[config.mk]
export PLATFORM = sky130hd
export DESIGN_NAME = direct_mapped_cache_memory
export DESIGN_NICKNAME = d
export VERILOG_FILES = /design/src/rtl/direct_mapped_cache_pkg.sv /design/src/rtl/cache_line_array.sv /design/src/rtl/direct_mapped_cache_memory.sv
export SDC_FILE = /design/constraint.sdc
export NUM_CORES = 1
export LEC_CHECK = 0
export CAP_MARGIN = 20
export CORE_MARGIN = 2
export CORE_UTILIZATION = 63
export DETAILED_ROUTE_END_ITERATION = 6
export DONT_BUFFER_PORTS = 1
export PLACE_DENSITY = 0.79
export SYNTH_ARGS = -nofsm -noshare
export SYNTH_HDL_FRONTEND = slang
export SYNTH_SLANG_ARGS = --single-unit
[constraint.sdc]
create_clock -name clk -period 2.46 [get_ports clk]
set_input_delay 0.246 -clock clk [delete_from_list [all_inputs] [get_ports clk]]
set_output_delay 0.246 -clock clk [all_outputs]
set_load 0.01 [all_outputs]
[src/rtl/direct_mapped_cache_pkg.sv]
// Shared address-split helpers and default configuration for the direct-mapped cache.
package direct_mapped_cache_pkg;

  localparam int DEF_DATA_WIDTH = 32;
  localparam int DEF_ADDR_WIDTH = 8;
  localparam int DEF_CACHE_SIZE = 16;

  function automatic int index_w(input int cache_size);
    return $clog2(cache_size);
  endfunction

  // A fully-indexed address leaves no tag bits; keep one constant-zero bit so widths stay legal.
  function automatic int tag_w(input int addr_width, input int cache_size);
    return (addr_width > index_w(cache_size)) ? addr_width - index_w(cache_size) : 1;
  endfunction

  typedef struct packed {
    logic                                                     valid;
    logic [tag_w(DEF_ADDR_WIDTH, DEF_CACHE_SIZE)-1:0]         tag;
    logic [DEF_DATA_WIDTH-1:0]                                data;
  } cache_line_t;

endpackage

[src/rtl/cache_line_array.sv]
// Valid/tag/data line storage: one synchronous write port, one combinational read port.
module cache_line_array
  import direct_mapped_cache_pkg::*;
#(
  parameter int DATA_WIDTH = DEF_DATA_WIDTH,
  parameter int CACHE_SIZE = DEF_CACHE_SIZE,
  parameter int INDEX_W    = index_w(DEF_CACHE_SIZE),
  parameter int TAG_W      = tag_w(DEF_ADDR_WIDTH, DEF_CACHE_SIZE)
) (
  input  logic                  clk,
  input  logic                  rst,
  input  logic                  we,
  input  logic [INDEX_W-1:0]    wr_index,
  input  logic [TAG_W-1:0]      wr_tag,
  input  logic [DATA_WIDTH-1:0] wr_data,
  input  logic [INDEX_W-1:0]    rd_index,
  output logic                  rd_valid,
  output logic [TAG_W-1:0]      rd_tag,
  output logic [DATA_WIDTH-1:0] rd_data
);

  logic [CACHE_SIZE-1:0] valid_q;
  logic [TAG_W-1:0]      tag_mem  [CACHE_SIZE];
  logic [DATA_WIDTH-1:0] data_mem [CACHE_SIZE];

  // NOTE: sequential state uses non-blocking assignments so every register samples pre-edge values.
  always_ff @(posedge clk or negedge rst) begin
    if (!rst) begin
      valid_q <= '0;
    end else if (we) begin
      valid_q[wr_index] <= 1'b1;
    end
  end

  // NOTE: tag/data arrays are deliberately not reset; the cleared valid bit makes their contents irrelevant.
  always_ff @(posedge clk) begin
    if (we && rst) begin
      tag_mem[wr_index]  <= wr_tag;
      data_mem[wr_index] <= wr_data;
    end
  end

  assign rd_valid = valid_q[rd_index];
  assign rd_tag   = tag_mem[rd_index];
  assign rd_data  = data_mem[rd_index];

endmodule

[src/rtl/direct_mapped_cache_memory.sv]
// Direct-mapped cache: address split, tag compare, registered read outputs.
// Define CACHE_STATS_EN to add saturating hit_count/miss_count outputs.
module direct_mapped_cache_memory
  import direct_mapped_cache_pkg::*;
#(
  parameter int DATA_WIDTH = DEF_DATA_WIDTH,
  parameter int ADDR_WIDTH = DEF_ADDR_WIDTH,
  parameter int CACHE_SIZE = DEF_CACHE_SIZE
) (
  input  logic                  clk,
  input  logic                  rst,
  input  logic [ADDR_WIDTH-1:0] addr,
  input  logic [DATA_WIDTH-1:0] wr_data,
  input  logic                  mem_write,
  input  logic                  mem_read,
`ifdef CACHE_STATS_EN
  output logic [31:0]           hit_count,
  output logic [31:0]           miss_count,
`endif
  output logic [DATA_WIDTH-1:0] read_data,
  output logic                  hit
);

  localparam int INDEX_W = index_w(CACHE_SIZE);
  localparam int TAG_W   = tag_w(ADDR_WIDTH, CACHE_SIZE);

  logic [INDEX_W-1:0]    index;
  logic [TAG_W-1:0]      tag;
  logic                  line_valid;
  logic [TAG_W-1:0]      line_tag;
  logic [DATA_WIDTH-1:0] line_data;
  logic                  lookup_hit;
  logic                  read_cycle;

  assign index      = addr[INDEX_W-1:0];
  assign tag        = TAG_W'(addr >> INDEX_W);
  assign lookup_hit = line_valid && (line_tag == tag);
  // A simultaneous write takes priority, so the read is dropped entirely.
  assign read_cycle = mem_read && !mem_write;

  cache_line_array #(
    .DATA_WIDTH (DATA_WIDTH),
    .CACHE_SIZE (CACHE_SIZE),
    .INDEX_W    (INDEX_W),
    .TAG_W      (TAG_W)
  ) u_lines (
    .clk      (clk),
    .rst      (rst),
    .we       (mem_write),
    .wr_index (index),
    .wr_tag   (tag),
    .wr_data  (wr_data),
    .rd_index (index),
    .rd_valid (line_valid),
    .rd_tag   (line_tag),
    .rd_data  (line_data)
  );

  always_ff @(posedge clk or negedge rst) begin
    if (!rst) begin
      read_data <= '0;
      hit       <= 1'b0;
    end else if (read_cycle) begin
      hit       <= lookup_hit;
      read_data <= lookup_hit ? line_data : '0;
    end else begin
      hit <= 1'b0;
    end
  end

`ifdef CACHE_STATS_EN
  always_ff @(posedge clk or negedge rst) begin
    if (!rst) begin
      hit_count  <= '0;
      miss_count <= '0;
    end else if (read_cycle) begin
      if (lookup_hit) begin
        if (hit_count != '1) hit_count <= hit_count + 32'd1;
      end else begin
        if (miss_count != '1) miss_count <= miss_count + 32'd1;
      end
    end
  end
`endif

endmodule

==> results.sh <==
export IMPL_crit_chain="mux4_2 -> nor3_1 -> a2111oi_2 -> nand3b_2 -> buf_4 -> nand3_1 -> o31ai_1"
export IMPL_clock_sinks=625
export IMPL_ys_ff_latch=625
export IMPL_die_h_um=200.6
export IMPL_crit_arrival_ns=2.78
export IMPL_grt_pass1_wl_mm=79.70
export IMPL_synth_top_area_share_pct=71.02
export IMPL_final_common_cell="edfxtp_1"
export IMPL_core_um2=38380
export IMPL_met3_length_mm=4.534
export IMPL_seqCellArea_um2=18520
export IMPL_hold_path_class="primary input to register"
export IMPL_finalPower_w=0.02178
export IMPL_wirelength_mm=53.43
export IMPL_power_leakage_nw=8.745
export IMPL_path_max_fanout=33
export IMPL_synth_edf_count=576
export IMPL_fmax_mhz=440.4
export IMPL_synth_distinct_cells=39
export IMPL_clk_pin_slew_ns=0.06
export IMPL_grt_pass1_vias=12000
export IMPL_finalCritPeriodShare_pct=92.31
export IMPL_vdd_drop_max_mv=0.6913
export IMPL_yosys_area_top_type="edfxtp_1"
export IMPL_synth_area_um2=24350
export IMPL_dr_pass1_iters=6
export IMPL_ant_nets=0
export IMPL_slew_viol_final=0
export IMPL_endpoint_kind="register"
export IMPL_finalSetupViolations=0
export IMPL_grt_start_max_net_pins=147
export IMPL_cts_made_buffers=58
export IMPL_ff2ff_path_depth=7
export IMPL_fin_crit_ns=2.271
export IMPL_area_delta_synth_final_pct=13.09
export IMPL_clock_latency_ns=0.62
export IMPL_die_x_um=200.6
export IMPL_hold_end="read_data[24]"
export IMPL_fin_nets=1188
export IMPL_port_buffers=0
export IMPL_cp_slowest_cell="buf_4"
export IMPL_final_core_util_pct=71.77
export IMPL_cts_resized=0
export IMPL_initial_core_util_pct=63.46
export IMPL_slew_headroom_pct=54.81
export IMPL_drive_gt1_share_pct=31.52
export IMPL_syn_avg_cell_area_um2=22.87
export IMPL_grt_overflow=0
export IMPL_worstReg2RegStart="u_lines.tag_mem[2][2]"
export IMPL_async_flop_share_pct=7.840
export IMPL_cts_root_buf="clkbuf_16"
export IMPL_tritoncts="done"
export IMPL_vias_per_cell=6.708
export IMPL_mostFrequentLayoutCells="edfxtp_1, mux4_2, clkbuf_16"
export IMPL_grt_use_total_pct=27.53
export IMPL_fillCellCount=2168
export IMPL_crit_family="buffers and inverters"
export IMPL_synth_area_top_cells="edfxtp_1, mux4_2, dfrtp_1"
export IMPL_postSynthCellCount=1065
export IMPL_initialDrtViolationCount=1102
export IMPL_ys_flop_type="edfxtp_1"
export IMPL_holdCritStartpoint="addr[7]"
export IMPL_yosysSeqAreaShare_pct=76.06
export IMPL_multi_input_area_um2=5574
export IMPL_start_kind="register"
export IMPL_cp_required_ns=2.97
export IMPL_fin_worst_skew_ns=0.01950
export IMPL_dr_wl_met2_mm=27.02
export IMPL_hold_viol_final=0
export IMPL_antenna_found_initial=2
export IMPL_die_area_um2=40240
export IMPL_num_vias=11490
export IMPL_rows=72
export IMPL_routabilityCongestion=0.7433
export IMPL_hpwlAfterDp_mm=26.46
export IMPL_slowest_delay_ns=0.51
export IMPL_critical_path_class="register to register"
export IMPL_reg2reg_slack_ns=0.19
export IMPL_path_buf_inv=1
export IMPL_clock_path_buffers=3
export IMPL_cts_htree_levels=2
export IMPL_rsz0062_at_grt="false"
export IMPL_hold_path_depth=4
export IMPL_synth_nets=1109
export IMPL_pin_count=77
export IMPL_r2r_end="read_data[31]"
export IMPL_maxCapViolCount=0
export IMPL_wl_met1_mm=20.18
export IMPL_wl_per_cell_um=31.19
export IMPL_p_per_area_nw_per_um2=790.8
export IMPL_tightest_slew_ns=0.6758
export IMPL_yosys_warnings=0
export IMPL_top_layer="met5"
export IMPL_drc=0
export IMPL_status="finished, final reports clean"
cell type report:
class	instances	area share [%]
inverter	5	0.06814
multi-input combinational	372	20.24
clock inverter	31	0.9995
timing repair buffer	82	3.198
antenna	2	0.01817
sequential	625	67.25
clock buffer	78	5.870
tap	518	2.353
report_power, final:
part / switching (W) / internal [W] / leakage (nW)
Combinational: 0.000575 / 0.000526 / 2.02
Clock: 0.00377 / 0.00503 / 0.919
Sequential: 0.0000890 / 0.0118 / 5.81
Total: 0.00444 / 0.0173 / 8.75
cell usage after synthesis (3+ instances only):
cell type  instances
a22oi_1            6
nor2_1            21
nand2_1           38
nand3_1            7
o31ai_1            6
buf_2             25
nor2b_1            3
buf_1              6
nand3b_1           3
buf_4              6
inv_1              5
a21oi_1            4
nor3_1             3
o21bai_1          12
buf_6              8
o31ai_2           29
edfxtp_1         576
clkbuf_1          15
mux4_2           170
nand3_2           29
dfrtp_1           49
buf_8              3
mux2i_1           20
repair_timing:
action / in CTS / in global routing
hold buffers: 44 / 0
hold endpoints to repair: 639 / 0
buffers inserted: 0 / 0
how the worst max path moves through the flow:
stage / startpoint / endpoint / slack, ns / cells after the start
after CTS: u_lines.tag_mem[15][2] / read_data[31] / 0.19 / 7
after detailed placement: u_lines.tag_mem[15][2] / read_data[29] / 0.24 / 7
after global routing: u_lines.tag_mem[3][2] / read_data[31] / 0.06 / 7
final: u_lines.tag_mem[2][2] / read_data[31] / 0.19 / 7
after global placement: u_lines.tag_mem[14][2] / read_data[31] / 0.32 / 7
after floorplan: addr[3] / u_lines.data_mem[12][0] / -0.36 / 6
stage by stage:
step / hold WS (ns) / std cells / setup slack [ns] / TNS [ns] / area, µm²
detailed placement: -0.04737 / 1558 / 0.2415 / 0 / 25190
global placement: -0.04718 / 1558 / 0.3196 / 0 / 25190
floorplan: -0.04959 / 1065 / -0.3580 / -126.97 / 24420
finish: 0.05992 / 1713 / 0.1891 / 0 / 27540
global route: 0.07110 / 1712 / 0.06450 / 0 / 27540
CTS: 0.01590 / 1711 / 0.1949 / 0 / 27540
layer usage:
layer / GRT usage, % / up-vias
li1: - / 4648
met2: 44.72 / 584
met5: 0 / -
met1: 38.10 / 6143
met3: 5.487 / 114
met4: 10.03 / 2
state kept, by name, indices dropped and copies added, names as in the netlist:
name / flops
u_lines.data_mem: 512
hit: 1
u_lines.tag_mem: 64
read_data: 32
u_lines.valid_q: 16
cells by family (layout without fill, tap and decap cells):
group / after synthesis / in the layout / share of synthesized area [%]
buffers and inverters: 68 / 196 / 1.654
other: 0 / 2 / 0
AND/OR/NAND/NOR: 111 / 111 / 2.692
AO/OA/AOI/OAI: 66 / 66 / 2.630
flip-flops: 625 / 625 / 76.06
XOR/XNOR: 2 / 2 / 0.1490
multiplexers: 193 / 193 / 16.82
tightest hold or removal path: stages:
cell,delay [ns]
xnor2_4,0.06
buf_12,0.17
nand3_2,0.10
o31ai_2,0.05
Power figures use the tool's default switching activity.
